<file path="config.mk">
export PLATFORM = sky130hd
export DESIGN_NAME = phys_reg_alloc_ctrl
export DESIGN_NICKNAME = d
export VERILOG_FILES = /design/src/rtl/phys_reg_alloc_ctrl.sv
export SDC_FILE = /design/constraint.sdc
export NUM_CORES = 1
export LEC_CHECK = 0
export BUFFER_PORTS_ARGS = -buffer_cell sky130_fd_sc_hd__buf_2
export CAP_MARGIN = 20
export CORE_MARGIN = 5
export CORE_UTILIZATION = 48
export DETAILED_ROUTE_END_ITERATION = 12
export GPL_TIMING_DRIVEN = 0
export PLACE_DENSITY = 0.78
export SETUP_SLACK_MARGIN = 0.02
export SLEW_MARGIN = 20
export SYNTH_ARGS = -nofsm -noshare
export SYNTH_HDL_FRONTEND = slang
export SYNTH_SLANG_ARGS = --single-unit
export TNS_END_PERCENT = 100
</file>
<file path="constraint.sdc">
create_clock -name clock -period 6.1 [get_ports clock]
set_input_delay 0.305 -clock clock [delete_from_list [all_inputs] [get_ports clock]]
set_output_delay 0.305 -clock clock [all_outputs]
set_load 0.05 [all_outputs]
</file>
<file path="src/rtl/phys_reg_alloc_ctrl.sv">
`default_nettype none
// ============================================================================
// Module   : phys_reg_alloc_ctrl
// Brief    : In-order dispatch grant and physical-register tag steering
//            against the freelist, with free-count tracking and error flag.
// Revision : 1.0 - initial release
// ============================================================================
module phys_reg_alloc_ctrl #(
    parameter int N           = 3,
    parameter int PR_COUNT    = 64,
    parameter int ARCH_COUNT  = 32,
    parameter int INIT_CYCLES = 2
) (
    input  logic                                  clock,
    input  logic                                  reset,
    input  logic [N-1:0]                          DispReq,
    input  logic [N-1:0]                          DispNeedDest,
    output logic [N-1:0]                          DispGnt,
    output logic [N*$clog2(PR_COUNT)-1:0]         DispDestTag,
    output logic [N-1:0]                          FlAllocEN,
    input  logic [N*$clog2(PR_COUNT)-1:0]         FlFreeReg,
    input  logic [N-1:0]                          FlFreeRegValid,
    input  logic [N-1:0]                          RetireEN,
    output logic [$clog2(PR_COUNT+1)-1:0]         FreeCount,
    output logic [31:0]                           StallCount,
    output logic                                  Err
);

    localparam int c_TAG = $clog2(PR_COUNT);
    localparam int c_CW  = $clog2(PR_COUNT+1);
    localparam int c_KW  = $clog2(N+1);
    localparam int c_ICW = (INIT_CYCLES > 1) ? $clog2(INIT_CYCLES) : 1;

    typedef enum logic [0:0] {
        S_INIT = 1'b0,
        S_RUN  = 1'b1
    } state_t;

    state_t               r_state;
    logic [c_ICW-1:0]     r_init_cnt;
    logic [c_CW-1:0]      r_free_count;
    logic [31:0]          r_stall_count;
    logic                 r_err;

    logic [N-1:0]         w_gnt;
    logic [N*c_TAG-1:0]   w_tag;
    logic [c_KW-1:0]      w_alloc_cnt;
    logic [c_KW-1:0]      w_ret_cnt;
    logic [N-1:0]         w_alloc_en;
    logic                 w_under;
    logic                 w_over;
    logic                 w_valid_err;
    logic [c_CW:0]        w_next_raw;
    logic [c_CW-1:0]      w_next_count;
    logic                 w_stall;

    // Grant walk: k counts granted destination lanes; the first denied requester blocks the rest.
    always_comb begin
        logic          blocked;
        logic [c_KW-1:0] k;
        int            idx;
        w_gnt   = '0;
        w_tag   = '0;
        blocked = 1'b0;
        k       = '0;
        idx     = 0;
        if (r_state == S_RUN) begin
            for (int i = 0; i < N; i++) begin
                if (DispReq[i] && !blocked) begin
                    if (DispNeedDest[i]) begin
                        idx = int'(k);
                        if (({{(c_CW-c_KW){1'b0}}, k} < r_free_count) && FlFreeRegValid[idx]) begin
                            w_gnt[i]                = 1'b1;
                            w_tag[i*c_TAG +: c_TAG] = FlFreeReg[idx*c_TAG +: c_TAG];
                            k                       = k + 1'b1;
                        end else begin
                            blocked = 1'b1;
                        end
                    end else begin
                        w_gnt[i] = 1'b1;
                    end
                end
            end
        end
        w_alloc_cnt = k;
    end

    always_comb begin
        w_ret_cnt  = '0;
        w_alloc_en = '0;
        for (int i = 0; i < N; i++) begin
            w_ret_cnt = w_ret_cnt + {{(c_KW-1){1'b0}}, RetireEN[i]};
            if (c_KW'(i) < w_alloc_cnt) begin
                w_alloc_en[i] = 1'b1;
            end
        end
    end

    always_comb begin
        w_valid_err = 1'b0;
        if (r_state == S_RUN) begin
            for (int j = 0; j < N; j++) begin
                if ((c_CW'(j) < r_free_count) && !FlFreeRegValid[j]) begin
                    w_valid_err = 1'b1;
                end
            end
        end
    end

    always_comb begin
        w_under    = ({{(c_CW-c_KW){1'b0}}, w_alloc_cnt} > r_free_count);
        w_next_raw = {1'b0, r_free_count} + {{(c_CW+1-c_KW){1'b0}}, w_ret_cnt}
                   - {{(c_CW+1-c_KW){1'b0}}, w_alloc_cnt};
        w_over     = !w_under && (w_next_raw > (c_CW+1)'(PR_COUNT-1));
        if (w_under) begin
            w_next_count = '0;
        end else if (w_over) begin
            w_next_count = c_CW'(PR_COUNT-1);
        end else begin
            w_next_count = w_next_raw[c_CW-1:0];
        end
        w_stall = (r_state == S_RUN) && |(DispReq & ~w_gnt);
    end

    always_ff @(posedge clock) begin
        if (reset) begin
            r_state       <= S_INIT;
            r_init_cnt    <= '0;
            r_free_count  <= c_CW'(PR_COUNT-ARCH_COUNT);
            r_stall_count <= '0;
            r_err         <= 1'b0;
        end else begin
            case (r_state)
                S_INIT: begin
                    if (r_init_cnt == c_ICW'(INIT_CYCLES-1)) begin
                        r_state <= S_RUN;
                    end else begin
                        r_init_cnt <= r_init_cnt + 1'b1;
                    end
                end
                default: r_state <= S_RUN;
            endcase
            r_free_count <= w_next_count;
            if (w_stall) begin
                r_stall_count <= r_stall_count + 32'd1;
            end
            if (w_under || w_over || w_valid_err) begin
                r_err <= 1'b1;
            end
        end
    end

    assign DispGnt     = w_gnt;
    assign DispDestTag = w_tag;
    assign FlAllocEN   = w_alloc_en;
    assign FreeCount   = r_free_count;
    assign StallCount  = r_stall_count;
    assign Err         = r_err;

endmodule
`default_nettype wire

</file>
# Word-level counts from Yosys, hierarchy flattened
# Cells that the tools add are included.
# W data, S select, Z words.
# classes
addsub	8
multipliers	2
n_div	0
n_lt_le_gt_ge	12
n_eq_ne	0
shifts	2
mux	56
n_bitwise	2
n_reduce_logical	21
# op_table
operator	count
$mux W6	11
$shiftx A18 B6 Y6	2
$add A32 B1 Y32 const B	1
$mux W1	32
$mux W18	1
$mux W2	9
$lt A1 B7 Y1 const A	2
$lt A2 B7 Y1	2
$logic_and A1 B1 Y1	10
$add A7 B2 Y8	1
$gt A8 B6 Y1 const B	1
$mul A2 B2 Y4 const B	2
$sub A8 B2 Y8	1
$gt A2 B7 Y1	1
$lt A2 B7 Y1 const A	1
$logic_not A1 Y1	6
$lt A2 B3 Y1 const B	2
$reduce_or A3 Y1	2
$add A2 B1 Y2 const B	2
$bmux W1 S2	2
$lt A1 B2 Y1 const A	2
$and A3 B3 Y3	1
$mux W3	1
$not A3 Y3	1
6 further kinds	7
# totals
reg_bits	42
latchBits	0
ramBits	0
mem_bits_ro	0
inputBits	32
output_inout_bits	64
word_cells	110
n_memories	0

# Longest topological paths before layout
# depth
word_depth	25
depth_mapped	30
ltp_nobuf	28

# Worst setup path before layout
# No wires, ideal clock.
# synth_path
kind	flip-flop to flip-flop
start	register r_free_count[5] (netlist: FreeCount[5])
end	register r_free_count[5] (netlist: FreeCount[5])
setup_time_ns	0.120
arrival_time_ns	6.332
required_ns	5.980
path_slack_ns	-0.352
stages_incl_launch_ff	30
n_path_buf	2
period_less_slack_ns	6.452
cell_sequence	dfxtp_1 -> inv_1 -> ha_1 -> nand4bb_1 -> o21ai_2 -> or2_2 -> clkbuf_1 -> inv_1 -> clkbuf_1 -> ha_1 -> and3_1 -> a31oi_1 -> a32oi_1 -> nand2b_1 -> nor4_2 -> xor2_1 -> and2_1 -> ha_1 -> fa_1 -> inv_1 -> ha_1 -> fa_1 -> a21o_1 -> a21oi_1 -> nand2b_1 -> a21o_1 -> nor3_1 -> a31oi_1 -> nand2_1 -> o31a_1
# synth_via
elab_chain_len	25
elab_cells_between_ends	44
cone_classes	4 x add/sub; 5 x order compare; 26 x mux; 9 x reduce/logical
# synth_rtl
element	line_no	source
start, declared	41	logic [c_CW-1:0] r_free_count;
start signal, assigned	129	r_free_count <= c_CW'(PR_COUNT-ARCH_COUNT);
start signal, assigned	143	r_free_count <= w_next_count;
parallel branches: the longest is 24 deep, another holds $lt A1 B7 Y1	--	
$mux W6 (*)	115	if (w_under) begin
# Mark *: on every way between the ends. The select of a mux whose other input is x is not followed.
# A chain may end at the register's enable or synchronous reset.

# Worst setup path after layout
# layout_path
start	register r_free_count[3] (netlist: FreeCount[3])
end	register r_free_count[5] (netlist: FreeCount[5])
# The elaborated chain is that of the path after synthesis.

==> metrics.md <==
| Metric | Value |
|---|---|
| Final worst path period need | `5.730 ns` |
| Routability Congestion | `0.8195` |
| Overall Global Routing Usage | `0.2086` |
| Clock Latency Late Sink | `0.30 ns` |
| Post-Layout Cell Count | `604` |
| Drt drc | `0` |
| Worst EP required | `6.29 ns` |
| Top layer in use | `met4` |
| Worst reg-to-reg setup slack | `0.37 ns` |
| Fraction of layout instances using a drive strength above 1 | `0.3340` |
| DR pass1 iterations | `4` |
| WL final | `9.373 mm` |
| Die area | `8661 um2` |
| Leakage | `1.853 nW` |
| Final hold violations | `0` |
| Routed length on met1 | `4.094 mm` |
| Buffers on Ports | `95` |
| Antenna-violating nets left | `0` |
| Routed vias | `3427` |
| Xor-xnor portion of the synthesized cell area | `0.08727` |
| Num rows | `30` |
| Clk sink count | `42` |
| Gate Count Post-Synth | `408` |
| Adder-cell share of the synthesized area | `0.09898` |
| Clock slew at reported path FFs | `0.09 ns` |
| Top cells by area, synth | `dfxtp_1 (25%), ha_1 (8.7%), xnor2_1 (7.9%)` |
| Vias in the first global route | `3306` |
| DIE HEIGHT | `93.07 um` |
| Met3 Wirelength | `519 um` |
| Clock buffer depth | `2` |
| Fraction of registers with async set or reset after synthesis | `0` |
| Met2 wire len | `4.621 mm` |
| Complex-gate fraction of the synthesized area | `0.2354` |
| Core area | `6756 um2` |
| Clock tree root driver cell | `clkbuf_8` |
| Cell taking the most area after synthesis | `dfxtp_1` |
| Setup ws final | `0.3702 ns` |
| Crit share post-route | `0.9393` |
| Simple-Gate Fraction of Synth Area | `0.2357` |
| Synthesis-to-finish area growth | `27.65%` |
| Routed len/inst | `15.52 um` |
| P per Cell Area | `304.0 nW/um2` |
| Dpl hpwl | `7.020 mm` |
| Worst VDD drop | `0.0002047 V` |
| Post-synthesis cell type count | `52` |
| Max Transition Viols Final | `0` |
| Via density | `5.674` |
| EDFF count, synth | `0` |
| Max-cap violation count | `0` |
| Ant diodes | `0` |
| Post-synthesis mux area share | `0.02418` |
| Critical Path End Type | `flop` |
| First-pass GRT wire length | `14.92 mm` |
| Crit path kind | `flop to flop` |
| R2R cell count | `28` |
| Top cells by count, synth | `nor2_1 (52), dfxtp_1 (42), nand2_1 (39)` |
| Dominant combinational cell family by area after synthesis | `simple AND/OR/NAND/NOR gates` |
| Clock Skew | `0.01107 ns` |
| # setup viols final | `0` |
| CP Buf/Inv Count | `3` |
| Crit Path Max Fanout | `6` |
| Yosys top cell area share | `0.2539` |
| Antenna violations before repair | `0` |
| Inserted Clock Buffers | `5` |
| Pre-CTS setup slack | `-0.6402 ns` |
| Worst-Margin Slew | `0.7455 ns` |
| Dpl cells | `583` |
| Hold_buf cts | `0` |
| Mapped Area | `3312 um2` |
| Post-synthesis sequential area ratio | `0.2539` |
| Setup crit start kind | `flop` |
| Post-Syn Area per Cell | `8.117 um2` |
| Initial DRC count | `163` |
| Cell family with most CP delay | `compound AO/OA/AOI/OAI gates` |
| Seq cells post-synth | `42` |
| Max Clk Rate | `0.1745 GHz` |
| CP peak stage delay | `0.50 ns` |
| Critical path's slowest cell | `fa_1` |
| GRT overflow | `0` |
| Die W | `93.07 um` |
| Status | `completed` |
| Syn nets | `465` |
| Hold_ws | `0.3481 ns` |
| Rel. slew slack | `0.5030` |
| H-Tree Depth | `2` |
| Warning count from the yosys run | `0` |
| Largest net degree at the start of global routing | `16` |
| Hold Path Stages | `3` |
| Cell depth of the worst setup path | `28` |
| Initial Utilization | `0.4902` |
| WP data arrival | `5.92 ns` |
| Top Ports | `96` |
| Nets | `580` |
| TritonCTS clock tree | `built` |
| Most used flip-flop cell after synthesis | `dfxtp_1` |
| Hold crit path type | `primary input to flop` |
| Count leader, synth | `nor2_1` |
worst min-delay path, delay by kind of cell:
| kind | cells | cell delay [ns] |
|---|---|---|
| compound gates | 1 | 0.12 |
| buf+inv | 1 | 0.08 |
| fa+ha+maj | 1 | 0.12 |
final timing paths:
kind                                endpoint         start
worst max-delay path            FreeCount[5]  FreeCount[3]
worst min-delay path            FreeCount[0]   RetireEN[0]
worst max register to register  FreeCount[5]  FreeCount[3]
worst min register to register       r_state    r_init_cnt
cell families after synthesis:
group	count (synthesis)
adders and majority gates	25
buffers and inverters	49
AOI/OAI and AO/OA	93
and+or+nand+nor	157
muxes	8
other	1
xor gates and xnor gates	33
DFF	42
metrics by stage:
| stage | area, um2 | power [mW] | utilization | setup TNS [ns] |
|---|---|---|---|---|
| final | 4228 | 1.285 | 0.6257 | 0 |
| after floorplan | 3336 | 0.8443 | - | 0 |
| after detailed placement | 3911 | 0.9838 | 0.5789 | -3.626 |
| after CTS | 4120 | 1.238 | 0.6098 | 0 |
| after global placement | 3911 | 0.9596 | 0.5789 | -2.802 |
| after global routing | 4228 | 1.379 | 0.6257 | -0.01196 |
timing repair:
| item | CTS | global route |
|---|---|---|
| resized for setup | 11 | 12 |
| setup endpoints to repair | 7 | 7 |
| pin swaps | 5 | 7 |
| buffers inserted | 8 | 7 |
final cells by class:
| cell class | instances | area [um2] |
|---|---|---|
| plain buffers | 18 | 93.84 |
| flip-flops and latches | 42 | 854.6 |
| clock inverters | 3 | 25.02 |
| well taps | 80 | 100.1 |
| repair buffers | 110 | 588.1 |
| clock buffers | 5 | 68.82 |
| inverters | 29 | 115.1 |
| fillers | 638 | 2529 |
| multi-input cells | 317 | 2382 |
registers in the layout, indices dropped and copies added (netlist names):
signal / flops
Err: 1
FreeCount: 7
StallCount: 32
r_init_cnt: 1
r_state: 1
layer usage:
layer,vias to the layer above,GRT usage
met4,0,0.06349
li1,1672,-
met2,112,0.3767
met3,17,0.03138
met1,1626,0.2540
met5,-,0
where the power goes:
part	switching [mW]	internal, mW
Sequential	0.0329	0.306
Clock	0.108	0.0828
Combinational	0.448	0.307
layout by cell type, fill, tap and decap left out, types with 3 or more instances in the layout:
master,count
a211oi_1,3
o21ai_0,6
nand2b_1,3
and2_1,4
a21o_1,4
inv_1,24
buf_6,3
clkbuf_1,10
o21a_1,7
buf_4,15
nand2_1,38
and4_1,6
a21oi_2,3
nand3_1,14
nor2b_1,3
a21oi_1,29
buf_2,98
and3_1,14
mux2i_1,8
clkbuf_8,5
inv_2,3
xor2_1,3
xnor2_1,30
a211oi_2,5
nor3_1,4
dfxtp_4,3
nand4_1,8
ha_1,20
a2111oi_2,17
ha_4,3
nor2_1,52
dfxtp_1,37
(Power assumes the default switching activity.)
